**src/rtl/operand_fetch_pkg.sv**
```systemverilog
// operand_fetch_pkg: shared geometry constants, FSM states and operand-vector type
package operand_fetch_pkg;
    localparam int LANES      = 16;
    localparam int DATA_W     = 8;
    localparam int A_DEPTH    = 4096;
    localparam int B_DEPTH    = 64;
    localparam int ROM_LAT    = 2;
    localparam int FIFO_DEPTH = ROM_LAT + 2;
    localparam int A_AW       = $clog2(A_DEPTH);
    localparam int B_AW       = $clog2(B_DEPTH);
    localparam int VEC_W      = LANES * DATA_W;
    localparam int CNT_W      = $clog2(FIFO_DEPTH + 1);
    typedef enum logic [1:0] {IDLE, FETCH, DRAIN, DONE} state_e;
    typedef logic [VEC_W-1:0] vec_t;
endpackage

```
**src/rtl/operand_fifo.sv**
```systemverilog
// operand_fifo: synchronous FIFO with occupancy count
// A write to a full FIFO lands only when a read retires the head in the same cycle.
module operand_fifo #(
    parameter int WIDTH = 8,
    parameter int DEPTH = 4
) (
    input  logic                         clk_i,
    input  logic                         rst_i,
    input  logic                         wr_i,
    input  logic [WIDTH-1:0]             din_i,
    input  logic                         rd_i,
    output logic [WIDTH-1:0]             dout_o,
    output logic                         valid_o,
    output logic [$clog2(DEPTH+1)-1:0]   count_o
);
    localparam int PW = DEPTH > 1 ? $clog2(DEPTH) : 1;
    localparam int CW = $clog2(DEPTH + 1);
    logic [WIDTH-1:0] mem_q [DEPTH];
    logic [PW-1:0]    wp_q, rp_q;
    logic [CW-1:0]    cnt_q;
    logic             rd_en, wr_en;
    function automatic logic [PW-1:0] inc(input logic [PW-1:0] p);
        return p == PW'(DEPTH - 1) ? '0 : p + 1'b1;
    endfunction
    assign rd_en   = rd_i && cnt_q != '0;
    assign wr_en   = wr_i && (cnt_q != CW'(DEPTH) || rd_en);
    assign dout_o  = mem_q[rp_q];
    assign valid_o = cnt_q != '0;
    assign count_o = cnt_q;
    always_ff @(posedge clk_i or posedge rst_i) begin
        if (rst_i) begin
            for (int i = 0; i < DEPTH; i++) mem_q[i] <= '0;
            wp_q  <= '0;
            rp_q  <= '0;
            cnt_q <= '0;
        end else begin
            if (wr_en) begin
                mem_q[wp_q] <= din_i;
                wp_q        <= inc(wp_q);
            end
            if (rd_en) rp_q <= inc(rp_q);
            cnt_q <= cnt_q + CW'(wr_en) - CW'(rd_en);
        end
    end
endmodule

```
**src/rtl/operand_fetch.sv**
```systemverilog
// operand_fetch: issues ROM A/B lane-0 addresses under credit, tags beats through the ROM
// latency and buffers returned operand pairs for a valid/ready consumer.
module operand_fetch
    import operand_fetch_pkg::*;
(
    input  logic            clk_i,
    input  logic            rst_i,
    input  logic            start_i,
    output logic            busy_o,
    output logic            done_o,
    output logic [A_AW-1:0] rom_a_base_o,
    output logic [B_AW-1:0] rom_b_base_o,
    output logic            rom_rd_o,
    input  vec_t            rom_a_q_i,
    input  vec_t            rom_b_q_i,
    output logic            vec_valid_o,
    input  logic            vec_ready_i,
    output vec_t            vec_a_o,
    output vec_t            vec_b_o,
    output logic            vec_last_o
);
    localparam logic [A_AW-1:0] A_STEP = A_AW'(LANES);
    localparam logic [A_AW-1:0] A_LAST = A_AW'(A_DEPTH - LANES);
    localparam logic [B_AW-1:0] B_STEP = B_AW'(LANES);
    localparam logic [B_AW-1:0] B_LAST = B_AW'(B_DEPTH - LANES);
    state_e             state_q, state_d;
    logic [A_AW-1:0]    a_q, a_d;
    logic [B_AW-1:0]    b_q, b_d;
    logic [ROM_LAT-1:0] pv_q, pl_q;
    logic [CNT_W-1:0]   fifo_cnt;
    logic [CNT_W:0]     outstanding;
    logic [2*VEC_W:0]   head;
    logic               fifo_valid, pop, last_issue;
    // Credit covers every beat already issued but not yet consumed.
    always_comb begin
        outstanding = {1'b0, fifo_cnt};
        for (int i = 0; i < ROM_LAT; i++) outstanding = outstanding + (CNT_W+1)'(pv_q[i]);
    end
    assign rom_rd_o     = state_q == FETCH && outstanding < (CNT_W+1)'(FIFO_DEPTH);
    assign last_issue   = rom_rd_o && a_q == A_LAST;
    assign pop          = fifo_valid && vec_ready_i;
    assign busy_o       = state_q == FETCH || state_q == DRAIN;
    assign done_o       = state_q == DONE;
    assign rom_a_base_o = a_q;
    assign rom_b_base_o = b_q;
    assign vec_valid_o  = fifo_valid;
    assign vec_last_o   = fifo_valid && head[2*VEC_W];
    assign vec_a_o      = head[2*VEC_W-1:VEC_W];
    assign vec_b_o      = head[VEC_W-1:0];
    always_comb begin
        state_d = state_q;
        a_d     = a_q;
        b_d     = b_q;
        unique case (state_q)
            IDLE: if (start_i) begin
                state_d = FETCH;
                a_d     = '0;
                b_d     = '0;
            end
            FETCH: if (rom_rd_o) begin
                a_d     = a_q + A_STEP;
                b_d     = b_q == B_LAST ? '0 : b_q + B_STEP;
                state_d = last_issue ? DRAIN : FETCH;
            end
            DRAIN: state_d = pop && vec_last_o ? DONE : DRAIN;
            DONE:  state_d = IDLE;
        endcase
    end
    always_ff @(posedge clk_i or posedge rst_i) begin
        if (rst_i) begin
            state_q <= IDLE;
            a_q     <= '0;
            b_q     <= '0;
            pv_q    <= '0;
            pl_q    <= '0;
        end else begin
            state_q <= state_d;
            a_q     <= a_d;
            b_q     <= b_d;
            pv_q    <= (pv_q << 1) | ROM_LAT'(rom_rd_o);
            pl_q    <= (pl_q << 1) | ROM_LAT'(last_issue);
        end
    end
    operand_fifo #(.WIDTH(2*VEC_W+1), .DEPTH(FIFO_DEPTH)) u_fifo (
        .clk_i   (clk_i),
        .rst_i   (rst_i),
        .wr_i    (pv_q[ROM_LAT-1]),
        .din_i   ({pl_q[ROM_LAT-1], rom_a_q_i, rom_b_q_i}),
        .rd_i    (pop),
        .dout_o  (head),
        .valid_o (fifo_valid),
        .count_o (fifo_cnt)
    );
endmodule
```
**config.mk**
```make
export PLATFORM = sky130hd
export DESIGN_NAME = operand_fetch
export DESIGN_NICKNAME = d
export VERILOG_FILES = /design/src/rtl/operand_fetch_pkg.sv /design/src/rtl/operand_fifo.sv /design/src/rtl/operand_fetch.sv
export SDC_FILE = /design/constraint.sdc
export NUM_CORES = 2
export LEC_CHECK = 0
export ABC_AREA = 1
export CAP_MARGIN = 15
export CORE_ASPECT_RATIO = 0.9
export CORE_MARGIN = 10
export CORE_UTILIZATION = 40
export DETAILED_ROUTE_END_ITERATION = 8
export PLACE_DENSITY = 0.69
export REMOVE_ABC_BUFFERS = 1
export SLEW_MARGIN = 5
export SYNTH_ARGS = -nofsm -noshare
export SYNTH_HDL_FRONTEND = slang
export SYNTH_SLANG_ARGS = --single-unit
```
**constraint.sdc**
```tcl
create_clock -name clk_i -period 66.9 [get_ports clk_i]
set_input_delay 13.38 -clock clk_i [delete_from_list [all_inputs] [get_ports clk_i]]
set_output_delay 13.38 -clock clk_i [all_outputs]
set_load 0.1 [all_outputs]
```
==> impl_metrics.ini <==
[drt]
route.detailed.drc = 0
ant_nets = 0
drt-pass1-iter-count = 5
num_vias = 43684
via_per_inst = 5.47
detailedRoute.firstIterationViolations = 4275
drt-total-wl_um = 160000
drt-wirelength-per-cell_um = 20.0

[clock_tree]
cts_inserted_buffers = 110
holdBufCountCts = 0
clockRootBuffer = clkbuf_16
cts_repair_resize_count = 0
cts_setup_buffers = 0
tritoncts = yes
clock_tree.buffer_depth = 3
clk_pin_slew_ns = 0.06
cts_sink_count = 1051
clock_insertion_delay_worst_skew_ns = 0.73
h_tree_level_count = 3

[die]
fp.dieArea_sq_mm = 0.136
core_area_sq_mm = 0.121
dieHeight_um = 351
floorplan.initialDensity_pct = 40.2
dieWidth_um = 387
design.portCount = 539
rows = 121

[global_routing]
grt_pass1_wl_um = 250000
grt_pass1_vias = 42171
grt_start_max_net_pins = 216
grt_antenna_before_repair = 28
overflow = 0
grt_use_total_pct = 22.6

[sta]
totalNegativeSetupSlack_ns = 0
clock_skew_ns = 0.0400
max_clock_freq_mhz = 53.0
setup-violations-final = 0
post-route-min-period_ns = 18.86
worst-slew-pin-transition_ns = 1.35
min_period_over_period_pct = 28.2
max_slew_margin_pct = 10.1
finalHoldViolations = 0
rsz0062_at_grt = no
final_slew_viol_count = 0

[critical_path]
worstReg2RegStart = u_fifo.count_o[1]
crit_type = input port to asynchronous set/reset pin
timing.critical_path.to_type = asynchronous set/reset pin
critical_path.startpoint_type = input port
cp_launch_point = rst_i
cp_data_required_time_ns = 67.60
worst-endpoint-arrival_ns = 19.56
worst-path-max-fanout = 143

[synthesis]
postSynthRegisterBits = 1051
synth_flop_cell = dfrtp_1
synth_area_per_cell_sq_um = 7.98
netlist_area_sq_mm = 0.0486
synth_most_common_cell = nand2_1
yosysTopAreaCellShare_pct = 54.1
synth_top_cells_by_count = nand2_1, dfrtp_1, o21ai_1
ys_seq_area_share_pct = 54.1
yosys.area.top_type = dfrtp_1
synth_enable_flop_cells = 0
postSynth.asyncResetShare_pct = 100
post_synth_inst_count = 6086
ys.warnings.count = 0
netlist-cell-type-count = 30
synth_top_cells_by_area = dfrtp_1, nand2_1, o21ai_1, o21ai_0, nor2_1

[place]
place.port_buffers = 530
dp_hpwl_um = 85700
gp_congestion = 0.798

[cells_and_area]
design.final.nets = 6553
area.growth.synth_to_final_pct = 18.8
fin_util_pct = 47.8
layout-drive-gt1-share_pct = 4.05

[hold_path]
min-delay-path-class = flip-flop to flip-flop
hp-start = pl_q[0]

[run_status]
outcome = completed

[job]
cap_violations = 0
[worst max-delay path, stage by stage]
cell and delay [ns]:
clkdlybuf4s50_1 0.49, inv_8 0.63, buf_4 0.61, buf_4 0.77, buf_4 0.80, buf_4 0.85, buf_4 0.81, buf_4 0.86
[flip-flops by register name (all words and copies together), names as in the netlist]
| register | flops |
|---|---|
| u_fifo.mem_q | 1028 |
| rom_a_base_o | 8 |
| u_fifo.count_o | 3 |
| pl_q | 2 |
| pv_q | 2 |
| rom_b_base_o | 2 |
| state_q | 2 |
| u_fifo.rp_q | 2 |
| u_fifo.wp_q | 2 |
[worst paths after layout]
kind | to | slack [ns] | cells past startpoint
worst max-delay path | u_fifo.mem_q[791] | 48.04 | 8
worst max register to register | u_fifo.mem_q[1022] | 61.95 | 10
max in group clk_i | vec_a_o[124] | 48.09 | 5
min in group asynchronous | u_fifo.mem_q[588] | 13.21 | 2
worst min register to register | pl_q[1] | 0.35 | 0
worst min-delay path | pl_q[1] | 0.35 | 0
[routing by layer]
layer	GRT usage (%)	vias to the layer above	share of wire (%)
met2	35.9	1623	46
met3	4.87	250	7.6
met4	6.89	32	2.4
met5	0	-	0.13
li1	-	20458	-
met1	31.0	21321	43
[layout by cell type, fill, tap and decap left out, types with 15 or more instances in the layout]
master	count
clkbuf_1	24
o21ai_1	822
ha_1	17
clkbuf_16	111
nor2_1	526
o21ai_0	731
nand2_1	2100
nand3_1	17
clkbuf_8	26
clkdlybuf4s50_1	528
clkinv_2	25
dfrtp_1	1049
buf_4	56
diode_2	15
o22ai_1	256
inv_1	20
[cell families (layout without fill, tap and decap cells)]
kind of cell | Yosys count | count (layout) | synth area share (%)
compound gates | 1812 | 1812 | 19.3
xor+xnor | 2 | 2 | 0.0361
fa+ha+maj | 18 | 18 | 0.479
buf+inv | 547 | 821 | 5.36
flops | 1051 | 1051 | 54.1
other cells | 1 | 23 | 0.00772
simple gates | 2655 | 2655 | 20.6
[metrics by stage]
step | instance area [sq um] | worst slack, ns | std cells | hold WS (ns)
floorplan | 46100 | 23.94 | 5574 | 0.331
global placement | 54000 | 47.01 | 7762 | 0.353
detailed placement | 54000 | 47.04 | 7762 | 0.342
CTS | 57700 | 47.82 | 7966 | 0.355
global route | 57700 | 47.17 | 7977 | 0.367
finish | 57700 | 48.04 | 7981 | 0.353
[final cells by class]
class	count	area [sq um]
fill	11676	63100
sequential	1051	26300
antenna	15	37.5
tap	1599	2000
clock inverter	43	415
inverter	28	184
multi-input combinational	4495	19700
clock buffer	161	3230
timing repair buffer	589	5810
Power is left out: the tool's default activity adds up to more than one toggle a clock period on the data nets, which glitch-free logic cannot reach.
